===== src/rtl/ring_counter_gen.sv =====
// ring_counter_gen: parametrised one-hot / Johnson ring sequencer with direction, enable,
// parallel load, position index, wrap pulse and legality decode.
// Optional feature macro: RING_SELF_CORRECT_EN (an enabled step taken while the pattern is
// illegal reloads the mode seed instead of shifting).
module ring_counter_gen #(
    parameter int unsigned WIDTH = 4,
    parameter int unsigned POS_W = $clog2(2 * WIDTH)
) (
    input  logic             clk_i,
    input  logic             rst_ni,
    input  logic             en_i,
    input  logic             dir_i,
    input  logic             mode_i,
    input  logic             load_i,
    input  logic [WIDTH-1:0] load_val_i,
    output logic [WIDTH-1:0] out_o,
    output logic [POS_W-1:0] pos_o,
    output logic             wrap_o,
    output logic             legal_o
);

    localparam logic [WIDTH-1:0] RingSeed = WIDTH'(1);
    localparam logic [WIDTH-1:0] JohnSeed = '0;
    localparam logic [POS_W-1:0] RingLast = POS_W'(WIDTH - 1);
    localparam logic [POS_W-1:0] JohnLast = POS_W'(2 * WIDTH - 1);

    logic [WIDTH-1:0] out_q, out_d;
    logic [POS_W-1:0] pos_q, pos_d;
    logic             wrap_q, wrap_d;
    logic             mode_q, mode_d;

    logic [POS_W:0]   cur_dec;
    logic [POS_W:0]   ld_dec;
    logic             legal;
    logic [WIDTH-1:0] shifted;
    logic [WIDTH-1:0] seed;
    logic [POS_W-1:0] last;
    logic [POS_W-1:0] pos_step;

    // Returns {legal, pos} of pattern v within the sequence of mode m.
    function automatic logic [POS_W:0] decode(input logic [WIDTH-1:0] v, input logic m);
        logic [WIDTH-1:0] pat;
        logic [POS_W:0]   res;
        res = '0;
        pat = '0;
        if (!m) begin
            for (int i = 0; i < int'(WIDTH); i++) begin
                pat    = '0;
                pat[i] = 1'b1;
                if (v == pat) res = {1'b1, POS_W'(i)};
            end
        end else begin
            // First half: k ones filled in from the LSB.
            for (int k = 0; k <= int'(WIDTH); k++) begin
                for (int b = 0; b < int'(WIDTH); b++) pat[b] = (b < k);
                if (v == pat) res = {1'b1, POS_W'(k)};
            end
            // Second half: j zeros filled in from the LSB.
            for (int j = 1; j < int'(WIDTH); j++) begin
                for (int b = 0; b < int'(WIDTH); b++) pat[b] = (b >= j);
                if (v == pat) res = {1'b1, POS_W'(int'(WIDTH) + j)};
            end
        end
        return res;
    endfunction

    // Decode, single-step shift and next-state selection by edge priority.
    always_comb begin
        cur_dec = decode(out_q, mode_q);
        ld_dec  = decode(load_val_i, mode_q);
        legal   = cur_dec[POS_W];
        seed    = mode_q ? JohnSeed : RingSeed;
        last    = mode_q ? JohnLast : RingLast;

        unique case ({mode_q, dir_i})
            2'b00:   shifted = {out_q[WIDTH-2:0], out_q[WIDTH-1]};
            2'b01:   shifted = {out_q[0], out_q[WIDTH-1:1]};
            2'b10:   shifted = {out_q[WIDTH-2:0], ~out_q[WIDTH-1]};
            default: shifted = {~out_q[0], out_q[WIDTH-1:1]};
        endcase

        if (dir_i) pos_step = (pos_q == '0) ? last : pos_q - POS_W'(1);
        else       pos_step = (pos_q == last) ? '0 : pos_q + POS_W'(1);

        out_d  = out_q;
        pos_d  = pos_q;
        mode_d = mode_q;
        wrap_d = 1'b0;

        if (mode_i != mode_q) begin
            mode_d = mode_i;
            out_d  = mode_i ? JohnSeed : RingSeed;
            pos_d  = '0;
        end else if (load_i) begin
            out_d = load_val_i;
            if (ld_dec[POS_W]) pos_d = ld_dec[POS_W-1:0];
        end else if (en_i) begin
`ifdef RING_SELF_CORRECT_EN
            if (!legal) begin
                out_d = seed;
                pos_d = '0;
            end else begin
                out_d  = shifted;
                pos_d  = pos_step;
                wrap_d = (pos_step == '0);
            end
`else
            out_d = shifted;
            // Position is meaningless for an illegal pattern, so it holds and never wraps.
            if (legal) begin
                pos_d  = pos_step;
                wrap_d = (pos_step == '0);
            end
`endif
        end
    end

    // State registers; reset forces the ring seed immediately.
    always_ff @(posedge clk_i or negedge rst_ni) begin
        if (!rst_ni) begin
            out_q  <= RingSeed;
            pos_q  <= '0;
            wrap_q <= 1'b0;
            mode_q <= 1'b0;
        end else begin
            out_q  <= out_d;
            pos_q  <= pos_d;
            wrap_q <= wrap_d;
            mode_q <= mode_d;
        end
    end

    assign out_o   = out_q;
    assign pos_o   = pos_q;
    assign wrap_o  = wrap_q;
    assign legal_o = legal;

endmodule


===== config.mk =====
export PLATFORM = sky130hd
export DESIGN_NAME = ring_counter_gen
export DESIGN_NICKNAME = d
export VERILOG_FILES = /design/src/rtl/ring_counter_gen.sv
export SDC_FILE = /design/constraint.sdc
export NUM_CORES = 1
export LEC_CHECK = 0
export ABC_AREA = 0
export ABC_CLOCK_PERIOD_IN_PS = 2260
export CAP_MARGIN = 10
export CORE_AREA = 2 2 41 58
export DETAILED_ROUTE_END_ITERATION = 10
export DIE_AREA = 0 0 43 60
export GPL_TIMING_DRIVEN = 0
export PLACE_DENSITY = 0.82
export SKIP_LAST_GASP = 1
export SLEW_MARGIN = 20
export SYNTH_ARGS = -nofsm -noshare
export SYNTH_HDL_FRONTEND = slang
export SYNTH_SLANG_ARGS = --single-unit
export TNS_END_PERCENT = 20

===== constraint.sdc =====
create_clock -name clk_i -period 2.26 [get_ports clk_i]
set_clock_uncertainty 0.2 [all_clocks]
set_input_delay 0.565 -clock clk_i [delete_from_list [all_inputs] [get_ports clk_i]]
set_output_delay 0.565 -clock clk_i [all_outputs]
set_load 0.01 [all_outputs]

-- Word level (Yosys, flattened, before mapping)
Cells that the tools add are included.
- register bits after elaboration: 9
- word-level logic and storage cells: 83
- memory bits (writable): 0
- memories kept: 0
- ROM bits: 0
- output and inout port bits: 9
- bits in latches: 0
- input bits: 10
- reduce and logical (&&, ||, !) cells: 8
- magnitude comparators: 0
- bitwise operators: 2
- add/sub/neg operators: 2
- eq/ne operators: 23
- div/mod/pow operators: 0
- shift-type cells: 0
- mux-type cells: 44
- multiply operators: 0
- operators by type and width (cell ; number):
    4-bit 2-to-1 mux ; 29
    4-bit equality test (second input constant) ; 8
    3-bit 2-to-1 mux ; 9
    4-bit by 2-bit equality test with 1-bit output (second input constant) ; 4
    4-bit by 3-bit equality test with 1-bit output (second input constant) ; 4
    4-bit one-hot mux with 3 select lines ; 1
    4-bit by 1-bit equality test with 1-bit output (second input constant) ; 2
    4-bit logical NOT ; 2
    3-bit logical NOT ; 2
    3-bit nonzero test ; 2
    1-bit 2-to-1 mux ; 5
    3-bit by 1-bit adder with 3-bit output (second input constant) ; 1
    3-bit equality test ; 1
    3-bit by 1-bit inequality test with 1-bit output (second input constant) ; 1
    3-bit AND reduction ; 1
    3-bit by 1-bit subtractor with 3-bit output (second input constant) ; 1
    2-bit by 1-bit equality test with 1-bit output (second input constant) ; 1
    2-bit equality test (second input constant) ; 1
    2-bit logical NOT ; 1
    1-bit NOT ; 2
    1-bit inequality test ; 1

-- Logic depth before layout (Yosys ltp)
Gate-level depths: netlist of run 1.
- depth in word-level cells: 14
- gate-level depth with buffers: 8
- gate-level depth less buffers: 8

-- Worst setup path after synthesis of run 1
No wires, ideal clock.
- path kind: input -> register
- start: in load_val_i[0]
- end: reg pos_q[0] (netlist: pos_o[0])
- buffers on the path: 1
- setup slack: 98 ps
- required time: 1935 ps
- arrival time: 1837 ps
- cell stages on the path: 7
- library setup time: 125 ps
- path through: buf_2 > nand2b_1 > a211oi_1 > a211o_2 > a21o_2 > a21oi_4 > mux2_4
- longest elaborated chain between the ends: 12
- elaborated cells between the ends (all ways): 28
- classes of those cells: 10 x eq/ne; 16 x mux; 2 x reduce/logical
- ends and longest elaborated chain (item ; line ; source):
    from (decl) ; 15 ; input logic [WIDTH-1:0] load_val_i,
    4-bit logical NOT or 4-bit by 1-bit equality test with 1-bit output (tied branches) ; 56, 50 ;
    4-bit 2-to-1 mux (4 in series) ; 56 ; if (v == pat) res = {1'b1, POS_W'(k)};
    4-bit 2-to-1 mux, on equally long branches ; 56, 61 ;
    4-bit 2-to-1 mux (2 in series) ; 61 ; if (v == pat) res = {1'b1, POS_W'(int'(WIDTH) + j)};
    4-bit 2-to-1 mux, on equally long branches ; 61, 46 ;
    4-bit 2-to-1 mux * ; 46 ; if (!m) begin
    3-bit by 1-bit inequality test with 1-bit output (no line) or 3-bit 2-to-1 mux (tied branches) ; -- ;
    3-bit AND reduction (no line) or 3-bit 2-to-1 mux (tied branches) ; -- ;
    to (signal assigned) ; 127 ; pos_q <= pos_d;
    to (decl) ; 28 ; logic [POS_W-1:0] pos_q, pos_d;
Mark *: on every way between the ends. The rest lies on a longest branch, timed or not. The select of a mux whose other input is x is not followed.
A chain may end at the register's enable or synchronous reset.

-- Worst setup path after layout of run 1
- start: in dir_i
- end: reg pos_q[2] (netlist: pos_o[2])
- longest elaborated chain between the ends: 5
- ends and longest elaborated chain (item ; line ; source):
    from (decl) ; 12 ; input logic dir_i,
    3-bit 2-to-1 mux ; 82 ; if (dir_i) pos_step = (pos_q == '0) ? last : pos_q - POS_W'(1);
    3-bit 2-to-1 mux ; 110 ; if (legal) begin
    3-bit 2-to-1 mux ; 97 ; end else if (en_i) begin
    3-bit 2-to-1 mux ; 94 ; end else if (load_i) begin
    3-bit 2-to-1 mux ; 90 ; if (mode_i != mode_q) begin
Every way passes these cells. The select of a mux whose other input is x is not followed.

==> impl_metrics.env, run 1 <==
export IMPL_ys_async_sr_fraction_pct=100
export IMPL_tns_ns=-0.00999
export IMPL_fin_ws_ns=-0.00999
export IMPL_synth_ff_type="dfrtp_1"
export IMPL_r2r_slack_ns=0.07
export IMPL_power_switching_share_pct=36.6
export IMPL_tightestPinTransition_ns=0.465
export IMPL_synth_edff_count=0
export IMPL_grt_overflow=0
export IMPL_hpwl_mm=1.69
export IMPL_drc=0
export IMPL_slew_violations=0
export IMPL_grt_pass1_vias=830
export IMPL_seq_power_share_pct=31.7
export IMPL_yosysWarningCount=0
export IMPL_rsz0062_at_grt="true"
export IMPL_cts_buffer_depth=2
export IMPL_gp_congestion=0.783
export IMPL_ys_seq_area_share_pct=22.5
export IMPL_r2r_end="pos_o[0]"
export IMPL_grt_antenna_before_repair=0
export IMPL_synth_area_leaders="dfrtp_1 20%, a21oi_1 4.5%, a211oi_1 4.5%"
export IMPL_die_y_um=60
export IMPL_post_route_period_util_pct=100
export IMPL_hold_start="en_i"
export IMPL_layout_nets=158
export IMPL_wirelength_mm=2.31
export IMPL_die_area_um2=2580
export IMPL_reg2regPathDepth=8
export IMPL_core_um2=2100
export IMPL_violations="setup timing"
export IMPL_row_count=20
export IMPL_synth_xor_area_share_pct=6.20
export IMPL_synth_area_per_cell_um2=8.27
export IMPL_synth_top_family_by_area="compound AO/OA/AOI/OAI gates"
export IMPL_viasPerCell=5.83
export IMPL_fin_hold_ws_ns=0.388
export IMPL_ys_ff_latch=9
export IMPL_final_cell_mix="12 x nor2_1, 11 x clkdlybuf4s50_1, 10 x nand2_1, 9 x a21oi_1, 7 x dfrtp_1"
export IMPL_drv_cap=0
export IMPL_grt_use_total_pct=18.2
export IMPL_slew_headroom_pct=68.2
export IMPL_power_uw=657
export IMPL_area_growth_synth_to_final_pct=25.2
export IMPL_syn_cell_area_um2=1010
export IMPL_ir_drop_v=0.000216
export IMPL_syn_nets=135
export IMPL_muxShareOfSynthArea_pct=8.06
export IMPL_cp_required_ns=2.21
export IMPL_start_util_pct=48.0
export IMPL_synth_area_leader_cell="dfrtp_1"
export IMPL_wire_per_inst_um=13.9
export IMPL_antenna_left=0
export IMPL_antenna_cells=0
export IMPL_clockRootBuffer="clkbuf_4"
export IMPL_min_delay_path_depth=3
export IMPL_p_leak_uw=0.000539
export IMPL_p_per_area_nw_per_um2=521
export IMPL_syn_inst=122
export IMPL_critPathKind="input port to flip-flop"
export IMPL_p_int_uw=417
export IMPL_numPortBuffers=13
export IMPL_cts_buffers=3
export IMPL_clk_pin_slew_ns=0.06
export IMPL_utilization_pct=60.1
export IMPL_finalCriticalPeriod_ns=2.27
export IMPL_synth_top_area_share_pct=19.9
export IMPL_cts_sink_count=9
export IMPL_h_tree_depth=1
export IMPL_synthSimpleGateAreaFrac_pct=19.0
export IMPL_clock_fmax_mhz=441
export IMPL_cts_tree="built"
export IMPL_pwr_share_clk_pct=18.6
export IMPL_switching_power_uw=241
export IMPL_fillers=203
export IMPL_first_iter_violations=36
export IMPL_drive_above_1_share_pct=27.1
export IMPL_critPathArrivalTime_ns=2.22
export IMPL_synth_compound_area_share_pct=28.0
export IMPL_die_w_um=43
export IMPL_status="finished, violations left"
export IMPL_via_count=968
export IMPL_clk_latency_ns=0.26
export IMPL_dp_slack_ns=-0.317
export IMPL_synth_adder_area_share_pct=4.71
export IMPL_final_common_cell="nor2_1"
export IMPL_setup_viol=1
export IMPL_start_kind="input port"
export IMPL_endpoint_kind="flip-flop"
export IMPL_worstHoldEndpoint="wrap_o"
export IMPL_grt_pass1_wl_mm=3.59
export IMPL_r2r_start="out_o[3]"
export IMPL_crit_fanout=3
export IMPL_comb_power_share_pct=49.7
export IMPL_worstHoldPathType="input port to flip-flop"
export IMPL_ys_types=45
export IMPL_grt_max_degree=11
export IMPL_ios=19
export IMPL_report_final_hold_viol_count=0
export IMPL_first_pass_iters=4
==> how the worst max path moves through the flow <==
| stage | cells past startpoint | start | to |
|---|---|---|---|
| 2_1_floorplan | 7 | load_val_i[0] | pos_o[0] |
| 3_3_place_gp | 6 | load_i | pos_o[2] |
| 3_5_place_dp | 6 | load_i | pos_o[0] |
| 4_1_cts | 4 | out_o[0] | legal_o |
| 5_1_grt | 7 | dir_i | pos_o[2] |
| 6_report | 7 | dir_i | pos_o[2] |
==> layout make-up <==
cell class	count	area, µm²	area share, %
Inverter	8	30.0	2.38
Multi-Input combinational cell	93	696	55.1
Timing Repair Buffer	19	173	13.7
Sequential cell	9	228	18.0
Tap cell	22	27.5	2.18
Clock buffer	4	26.3	2.08
Buffer	11	82.6	6.54
==> cell usage after synthesis, types with 2 or more instances <==
library cell / instances
a211o_2: 2
a211oi_1: 6
a21o_1: 2
a21oi_1: 9
buf_2: 5
buf_4: 2
clkbuf_1: 2
clkbuf_8: 2
dfrtp_1: 8
ha_1: 3
inv_1: 7
mux2_4: 2
mux2i_1: 4
nand2_1: 10
nand2b_1: 2
nand3_1: 2
nor2_1: 12
nor2b_1: 3
nor3_1: 3
nor3b_1: 2
nor4_1: 2
o21ai_0: 7
xnor2_1: 2
xor2_1: 2
==> stage by stage <==
step | instance area, µm² | std cells
3_3_place_gp | 1170 | 157
4_1_cts | 1190 | 161
3_5_place_dp | 1170 | 157
2_1_floorplan | 1010 | 122
6_report | 1260 | 166
5_1_grt | 1260 | 166
==> registers in the layout, summed over array words and instances, names as in the netlist <==
register  cells
mode_q        1
pos_o         3
out_o         4
wrap_o        1
==> critical path: stages <==
cell	delay [ns]
clkdlybuf4s50_1	0.50
mux2_2	0.35
a32oi_2	0.17
o21ai_2	0.09
a21oi_1	0.16
o21ai_0	0.11
mux2_4	0.27
==> power groups by stage <==
stage	sequential, µW	clock, µW	combinational [µW]
2_1_floorplan	210	0	199
3_3_place_gp	205	0	287
3_5_place_dp	206	0	297
4_1_cts	208	124	293
5_1_grt	210	137	355
6_report	208	122	327
==> cell families (layout without fill, tap and decap cells) <==
logic type,count (synthesis),after routing
AO/OA/AOI/OAI,38,38
XOR/XNOR,5,5
adder cells (fa/ha/maj),4,4
buffers and inverters,20,42
flip-flops,9,9
multiplexers,7,7
AND/OR/NAND/NOR,39,39
==> repair_timing <==
item | CTS | global route
pin swaps | 1 | 6
gates resized for setup | 6 | 9
endpoints found under the setup margin | 3 | 3
buffers inserted | 1 | 5
gates cloned | 0 | 0
hold buffers | 0 | 0
==> routing by layer <==
| layer | track usage [%] | part of all wire, % | wire (µm) |
|---|---|---|---|
| met1 | 20.9 | 41 | 958 |
| met3 | 0.906 | 3.0 | 69 |
| met2 | 33.8 | 53 | 1240 |
| met5 | 0 | 0 | 0 |
| met4 | 9.09 | 2.0 | 47 |
(Power assumes the default switching activity.)
==> run 2, diff against run 1 <==
==> constraint.sdc (replaced) <==
create_clock -name clk_i -period 2.26 [get_ports clk_i]
set_clock_uncertainty 0.2 [all_clocks]
set_input_delay 0.339 -clock clk_i [delete_from_list [all_inputs] [get_ports clk_i]]
set_output_delay 0.339 -clock clk_i [all_outputs]
set_load 0.01 [all_outputs]
==> run 2 against run 1 <==
The run now ends clean. Non-clock buffer count shrank 5. Final cell count down 3.0%. Die area is the same. Cell area shrank 5.9%. Combinational power decreased by 10%. Register-to-register slack improved by 0.02 ns. Worst hold slack worse by 0.23 ns. First-iteration DRC count shrank 56%.
==> impl_metrics.env, run 2 (synthesis results as in run 1) <==
export IMPL_antenna_left=0
export IMPL_grt_pass1_wl_mm=3.57
export IMPL_worstHoldEndpoint="wrap_o"
export IMPL_drc=0
export IMPL_final_cells=161
export IMPL_final_cell_mix="12 x nor2_1, 12 x clkdlybuf4s50_1, 10 x nand2_1, 9 x a21oi_1, 8 x dfrtp_1"
export IMPL_critPathArrivalTime_ns=2.12
export IMPL_layout_nets=153
export IMPL_min_delay_path_depth=3
export IMPL_use_met2_pct=33.8
export IMPL_clock_fmax_mhz=461
export IMPL_cts_setup_buffers=0
export IMPL_cts_hold_buf=0
export IMPL_via_count=948
export IMPL_grt_overflow=0
export IMPL_clockRootBuffer="clkbuf_4"
export IMPL_p_leak_uw=0.000498
export IMPL_clk_latency_ns=0.26
export IMPL_clk_pin_slew_ns=0.06
export IMPL_first_iter_violations=16
export IMPL_post_route_period_util_pct=96.0
export IMPL_grt_max_degree=11
export IMPL_slew_violations=0
export IMPL_reg2regPathDepth=8
export IMPL_setup_viol=0
export IMPL_start_util_pct=48.0
export IMPL_fin_ws_ns=0.0912
export IMPL_core_um2=2100
export IMPL_cts_buffers=3
export IMPL_row_count=20
export IMPL_use_met1_pct=20.7
export IMPL_dp_cells=157
export IMPL_largest_reg_flops=4
export IMPL_top_usage_layer="met2"
export IMPL_r2r_slack_ns=0.09
export IMPL_cts_sink_count=9
export IMPL_hpwl_mm=1.69
export IMPL_ios=19
export IMPL_drive_above_1_share_pct=20.1
export IMPL_endpoint_kind="flip-flop"
export IMPL_finalCriticalPeriod_ns=2.17
export IMPL_cp_required_ns=2.21
export IMPL_die_y_um=60
export IMPL_dp_slack_ns=-0.0906
export IMPL_wirelength_mm=2.18
export IMPL_grt_util_met3_pct=0.906
export IMPL_gp_congestion=0.783
export IMPL_first_pass_iters=4
export IMPL_die_w_um=43
export IMPL_ir_drop_v=0.000208
export IMPL_h_tree_depth=1
export IMPL_r2r_start="pos_o[0]"
export IMPL_cts_buffer_depth=2
export IMPL_crit_fanout=6
export IMPL_report_final_hold_viol_count=0
export IMPL_fillers=211
export IMPL_start_kind="flip-flop"
export IMPL_die_area_um2=2580
export IMPL_viasPerCell=5.89
export IMPL_grt_pass1_vias=828
export IMPL_area_growth_synth_to_final_pct=17.7
export IMPL_critPathKind="flip-flop to flip-flop"
export IMPL_wire_per_inst_um=13.6
export IMPL_slew_headroom_pct=73.1
export IMPL_drv_cap=0
export IMPL_antenna_cells=0
export IMPL_cts_tree="built"
export IMPL_hold_start="en_i"
export IMPL_rsz0062_at_grt="true"
export IMPL_status="complete, no violations"
export IMPL_grt_use_total_pct=18.1
export IMPL_power_uw=620
export IMPL_tightestPinTransition_ns=0.394
export IMPL_numPortBuffers=13
export IMPL_r2r_end="pos_o[2]"
export IMPL_worstHoldPathType="input port to flip-flop"
export IMPL_grt_antenna_before_repair=0
export IMPL_p_per_area_nw_per_um2=522
==> run 2: power breakdown <==
group | total (µW) | internal, µW | leakage (µW) | switching [µW]
clock network | 123 | 68.0 | 0.0000150 | 54.9
registers | 204 | 180 | 0.000115 | 23.1
logic | 293 | 145 | 0.000368 | 149
total | 620 | 393 | 0.000498 | 227
==> run 2: how the worst max path moves through the flow <==
stage          cells past startpoint  endpoint     start
6_report                           8  pos_o[2]  pos_o[0]
4_1_cts                            5   legal_o  out_o[0]
3_3_place_gp                       6  pos_o[2]    load_i
2_1_floorplan                      7  pos_o[0]  out_o[3]
5_1_grt                            8  pos_o[2]  pos_o[0]
3_5_place_dp                       6  pos_o[0]    load_i
==> run 2: what timing repair did <==
action | 4_1_cts | 5_1_grt
pin swaps | 0 | 0
gates resized for setup | 2 | 1
setup endpoints to repair | 1 | 2
==> run 2: per-stage QoR <==
stage	TNS [ns]	utilization, %	hold slack [ns]	area [µm²]
after CTS	0	56.7	0.156	1190
after floorplan	0	-	-0.157	1010
after global placement	-0.127	55.5	0.407	1170
final	0	56.5	0.159	1190
after global routing	-0.0213	56.5	0.165	1190
after detailed placement	-0.183	55.5	0.412	1170
==> run 2: metal layers <==
layer  vias to the layer above  part of all wire, %
met5                         -                    0
met4                         0                  2.2
met3                         5                  3.1
met2                        28                   53
met1                       448                   41
li1                        467                    -
==> run 2: worst max-delay path, cell delays in order, from the launching register on <==
cell and delay, ns:
dfrtp_1 0.44, inv_1 0.09, ha_1 0.22, mux2_2 0.27, a32oi_1 0.13, o21ai_0 0.16
a21oi_1 0.17, o21ai_0 0.10, mux2_4 0.27
==> run 2: layout make-up <==
type	count	area (µm²)	area share, %
flip-flops and latches	9	226	19.1
multi-input cells	93	666	56.1
plain buffers	12	86.3	7.27
well taps	22	27.5	2.32
repair buffers	13	125	10.5
clock buffers	4	26.3	2.21
inverters	8	30.0	2.53
